### src/rtl/fetch_unit.sv
// Instruction-fetch stage: owns the PC, drives the synchronous IROM and pairs each returned word with its PC.
// Define FETCH_MISALIGN_TRAP_EN to trap misaligned redirect targets into a sticky FAULT state.
module fetch_unit #(
    parameter logic [31:0] RESET_PC = 32'h0000_0000,
    parameter logic [31:0] NOP_INST = 32'h0000_0013
) (
    input  logic        clk,
    input  logic        rst,
    input  logic        stall,
    input  logic        redirect,
    input  logic [31:0] redirect_pc,
    output logic        irom_en,
    output logic [31:0] irom_adr,
    input  logic [31:0] irom_inst,
    output logic [31:0] if_pc,
    output logic [31:0] if_inst,
    output logic        if_valid,
    output logic        fetch_fault
);
    logic [31:0] pc, pc_nxt;
    logic [31:0] rsp_pc, rsp_pc_nxt;
    logic        rsp_valid, rsp_valid_nxt;
    logic        run;

`ifdef FETCH_MISALIGN_TRAP_EN
    typedef enum logic {RUN, FAULT} st_t;
    st_t st, st_nxt;

    always_ff @(posedge clk) begin
        if (rst) st <= RUN;
        else     st <= st_nxt;
    end

    // FAULT is sticky; only reset leaves it.
    always_comb begin
        st_nxt = st;
        if (st == RUN && redirect && redirect_pc[1:0] != 2'b00)
            st_nxt = FAULT;
    end

    assign run = (st == RUN);
`else
    assign run = 1'b1;
`endif

    always_comb begin
        pc_nxt        = pc;
        rsp_pc_nxt    = rsp_pc;
        rsp_valid_nxt = rsp_valid;
        if (!run) begin
            rsp_valid_nxt = 1'b0;
        end else if (redirect) begin
            // Redirect wins over stall; the in-flight response is squashed.
            pc_nxt        = redirect_pc;
            rsp_valid_nxt = 1'b0;
        end else if (!stall) begin
            pc_nxt        = pc + 32'd4;
            rsp_pc_nxt    = pc;
            rsp_valid_nxt = 1'b1;
        end
    end

    always_ff @(posedge clk) begin
        if (rst) begin
            pc        <= RESET_PC;
            rsp_pc    <= RESET_PC;
            rsp_valid <= 1'b0;
        end else begin
            pc        <= pc_nxt;
            rsp_pc    <= rsp_pc_nxt;
            rsp_valid <= rsp_valid_nxt;
        end
    end

    assign irom_en     = run & !rst & !stall & !redirect;
    assign irom_adr    = pc;
    assign if_pc       = rsp_pc;
    assign if_valid    = rsp_valid;
    // The ROM holds its data while irom_en is low, so a stalled word stays stable.
    assign if_inst     = rsp_valid ? irom_inst : NOP_INST;
    assign fetch_fault = !run;
endmodule

### config.mk
export PLATFORM = sky130hd
export DESIGN_NAME = fetch_unit
export DESIGN_NICKNAME = d
export VERILOG_FILES = /design/src/rtl/fetch_unit.sv
export SDC_FILE = /design/constraint.sdc
export NUM_CORES = 1
export LEC_CHECK = 0
export ABC_AREA = 0
export CAP_MARGIN = 20
export CORE_AREA = 2 2 95 97
export DETAILED_ROUTE_END_ITERATION = 8
export DIE_AREA = 0 0 97 99
export PLACE_DENSITY_LB_ADDON = 0.12
export REMOVE_ABC_BUFFERS = 1
export SKIP_LAST_GASP = 1
export SYNTH_ARGS = -nofsm -noshare
export SYNTH_HDL_FRONTEND = slang
export SYNTH_SLANG_ARGS = --single-unit
### constraint.sdc
create_clock -name clk -period 2.9 [get_ports clk]
set_input_delay 0.725 -clock clk [delete_from_list [all_inputs] [get_ports clk]]
set_output_delay 0.725 -clock clk [all_outputs]
set_load 0.03 [all_outputs]
---- After elaboration in Yosys (flattened, before gate mapping) ----
Index checks and enable logic that the tools add are counted.
operators by class
  reductions and logical operators ........ 5
  bitwise logic cells ..................... 4
  add/sub/neg operators ................... 1
  mux-type cells .......................... 3
  equal/unequal tests ..................... 1
operators with widths
  kind                                           count
  two-way mux 32 bit                             3
  adder 32 x 3 -> 32 bit, second input constant  1
  logical NOT 1 bit                              3
  bitwise AND 1 bit                              2
  != test 2 x 1 -> 1 bit, second input constant  1
  inverter 1 bit                                 2
  AND reduction 2 bit                            1
  OR reduction 2 bit                             1
storage, ports and cells
  logic and storage cells ................. 17
  output and inout port bits .............. 99
  bits of input ports ..................... 68
  register bits after elaboration ......... 65

---- Longest topological paths before layout ----
  word-level depth ........................ 3
  depth in mapped cells ................... 6
  gate-level depth less buffers ........... 5

---- Worst setup path after synthesis ----
OpenSTA, ideal clock, no wires.
  path type ............................... input to output
  start point ............................. in stall
  end point ............................... out irom_en
  path slack .............................. 0.299 ns
  arrival time ............................ 1.876 ns
  buffers on the path ..................... 1
  stages .................................. 2
  data required time ...................... 2.175 ns
  path through ............................ clkbuf_1 -> nor3_1
between the ends
  word-level cells in the longest chain between the ends .. 3
RTL lines
  what                             RTL line  RTL
  start, declared                  9         input logic stall,
  logical NOT 1 bit                75        assign irom_en = run & !rst & !stall & !redirect;
  bitwise AND 1 bit (2 in series)  75
  end, declared                    12        output logic irom_en,
No other way between the ends.

---- Final worst setup path ----
  start point ............................. in irom_inst[18]
  end point ............................... out if_inst[18]
between the ends
  word-level cells in the longest chain between the ends .. 1
RTL lines
  what                RTL line  RTL
  start, declared     14        input logic [31:0] irom_inst,
  two-way mux 32 bit  80        assign if_inst = rsp_valid ? irom_inst : NOP_INST;
  end, declared       16        output logic [31:0] if_inst,
No other way between the ends.

==> key figures <==
Power and ir drop
  – Power density over cell area: 415 mW/mm^2
  – VDD IR max: 0.242 mV
  – Tot Pwr: 2.18 mW
  – Pleak: 1.80 nW

STA
  – Final hold viol count: 0
  – Clock skew: 0.0128 ns
  – RSZ-0062 raised after global routing: false
  – Slew margin rel.: 44.8%
  – Worst hold margin: 0.457 ns
  – Post-layout worst setup margin: 0.163 ns
  – Post-route clock period utilization: 94.4%
  – Fmax achieved: 0.365 GHz
  – Max-slew violation count: 0
  – Tightest Pin Transition: 0.821 ns
  – Endpoints failing setup: 0
  – TNS Setup: 0 ns
  – Minimum clock period: 2.74 ns

Synthesis
  – Synthesized area per cell: 7.68 um^2
  – Dominant cell type by area after synthesis: dfxtp_1
  – Seq cells post-synth: 65
  – Synth area leaders: dfxtp_1 (39%), nand2_1 (9.9%), and2_1 (6.0%), a21oi_1 (5.9%), nor2_1 (3.2%)
  – Area of the mapped netlist: 0.00333 mm^2
  – Post-synth cell types: 48
  – Async set-reset flop share out of synthesis: 0%
  – Most used DFF post-synth: dfxtp_1
  – YS warnings: 0
  – Number of synthesized flops with an enable pin: 0
  – Top cell type's share of synthesized area: 39.1%
  – Register area share after synthesis: 39.1%
  – Post-synthesis cell count: 434

GRT
  – Initial antenna violation count: 0
  – Remaining Overflow, GRT: 0
  – Total GRT Usage: 22.5%
  – Maximum number of pins on one net before global-route repair: 75
  – Vias in the first global route: 3357
  – First-pass GRT wire length: 17500 um

Critical path
  – Maximum fanout along the worst path: 1
  – Reg2Reg Depth: 4
  – Crit-path slowest cell: clkdlybuf4s50_1
  – R2r startpoint: irom_adr[14]
  – Worst EP required: 2.17 ns
  – CP Cell Sequence: clkdlybuf4s50_1 > and2_1 > clkdlybuf4s50_1
  – CP arrival: 2.01 ns
  – CP most frequent cell: clkdlybuf4s50_1
  – Critical Path End Type: primary output
  – RR Endpoint: irom_adr[26]
  – Buf/Inv on CP: 2
  – Startpoint Class: input pin
  – Crit-path leading delay family: buffers and inverters
  – R2R setup slack: 0.80 ns
  – CP max stage delay: 0.66 ns
  – Critical path type: input pin to primary output

Placed design
  – HPWL Detailed: 8110 um
  – Input/output buffers: 165
  – Setup WS pre-CTS: 0.120 ns
  – Placed instance count: 693
  – Final estimated routing congestion in global placement: 0.856
  – Placed Area: 0.00508 mm^2

Job
  – Max-cap violations: 0

Floorplanning
  – Core region area: 0.00855 mm^2
  – Die area: 0.00960 mm^2
  – IO Count: 167
  – Count of standard-cell rows: 34
  – Die Span X: 97 um
  – Vert. Die Dim: 99 um
  – Initial Util: 39.0%

Final layout
  – Finished Layout Cells: 709
  – N_diodes: 0
  – Area delta synth->final: 57.9%
  – Layout cells sized above 1: 6.99%
  – Most common cell after layout, fill and taps aside: clkdlybuf4s50_1
  – Fin area: 0.00526 mm^2
  – Finished Core Util: 61.5%
  – Nets: 665
  – Commonest cells after routing, fill and taps aside: clkdlybuf4s50_1 (163), nand2_1 (88), dfxtp_1 (65)

Hold path
  – Worst hold start: if_pc[14]
  – Worst Hold Class: flop to flop
  – Hold path cells: 2
  – Hold path endpoint: if_pc[14]

Drt
  – Detailed-route vias per instance: 5.17
  – Routed WL: 10900 um
  – Vias: 3667
  – Final ANT Viol Nets: 0
  – Drt first pass iters: 4
  – DRT iter0 DRCs: 183
  – DRC errors left: 0
  – Drt wl/cell: 15.4 um

Outcome
  – Status: completed

CTS
  – Cts bufs inserted: 9
  – # hold bufs at CTS: 0
  – CTS HTree Levels: 3
  – Clock latency at the later pin of the worst-skew pair: 0.35 ns
  – Clk root buf: clkbuf_8
  – TritonCTS clock tree: done
  – Max Root-Sink Buffers: 2
  – Clk sinks: 65
  – Clock transition at path regs: 0.07 ns
  – Post-CTS Resized: 0
  – Post-CTS Setup Bufs: 0
## Yosys cell counts, drive strengths merged (4+ instances only)
cell	number
nand2	88
dfxtp	65
a21oi	39
and2	32
nor2	28
clkbuf	27
nand4	15
nor3	13
nand3	11
a211oi	10
o21ai	10
a311oi	9
inv	9
nor4	9
and3	8
or3	8
xnor2	7
nand2b	5
and4	4
## cell families after synthesis
kind of cell / Yosys count / synth area share, %
simple gates: 230 / 34.7
compound gates: 86 / 16.5
flops: 65 / 39.1
buf+inv: 39 / 5.97
xor+xnor: 9 / 2.37
mux: 3 / 0.901
fa+ha+maj: 1 / 0.375
other cells: 1 / 0.113
## power by group
group	internal (mW)	leakage, nW	switching (mW)	total, mW
clock network	0.338	0.0899	0.363	0.701
logic	0.234	1.18	0.251	0.485
registers	0.936	0.533	0.0622	0.998
total	1.51	1.80	0.676	2.18
## per-layer routing
metal | GRT usage, % | vias up | wire length [um]
li1 | - | 1859 | -
met1 | 30.2 | 1673 | 5010
met2 | 36.2 | 124 | 5200
met3 | 5.11 | 11 | 560
met4 | 6.83 | 0 | 131
met5 | 0 | - | 0
## area by class of cell
type                       count  area [um^2]
fill                         783         3290
multi-input combinational    330         1830
timing repair buffer         181         1780
sequential                    65         1300
clock buffer                  11          141
tap                          108          135
clock inverter                 5         38.8
inverter                       9         33.8
## registers in the layout (all words and copies together), names as in the netlist
| register | count |
|---|---|
| irom_adr | 32 |
| if_pc | 32 |
| if_valid | 1 |
## worst reg2reg max path: stages, from the launching register on
cell       delay [ns]
dfxtp_1          0.46
nand4_1          0.28
nor4_2           0.76
a211oi_1         0.15
a2111oi_0        0.34
## worst max path at each step
stage	to	cells after the start	slack, ns	startpoint
after floorplan	irom_en	1	0.51	stall
after global placement	irom_adr[25]	5	0.16	stall
after detailed placement	irom_adr[25]	5	0.12	stall
after CTS	if_inst[18]	3	0.17	irom_inst[18]
after global routing	if_inst[18]	3	0.14	irom_inst[18]
final	if_inst[18]	3	0.16	irom_inst[18]
Power figures use the tool's default switching activity.
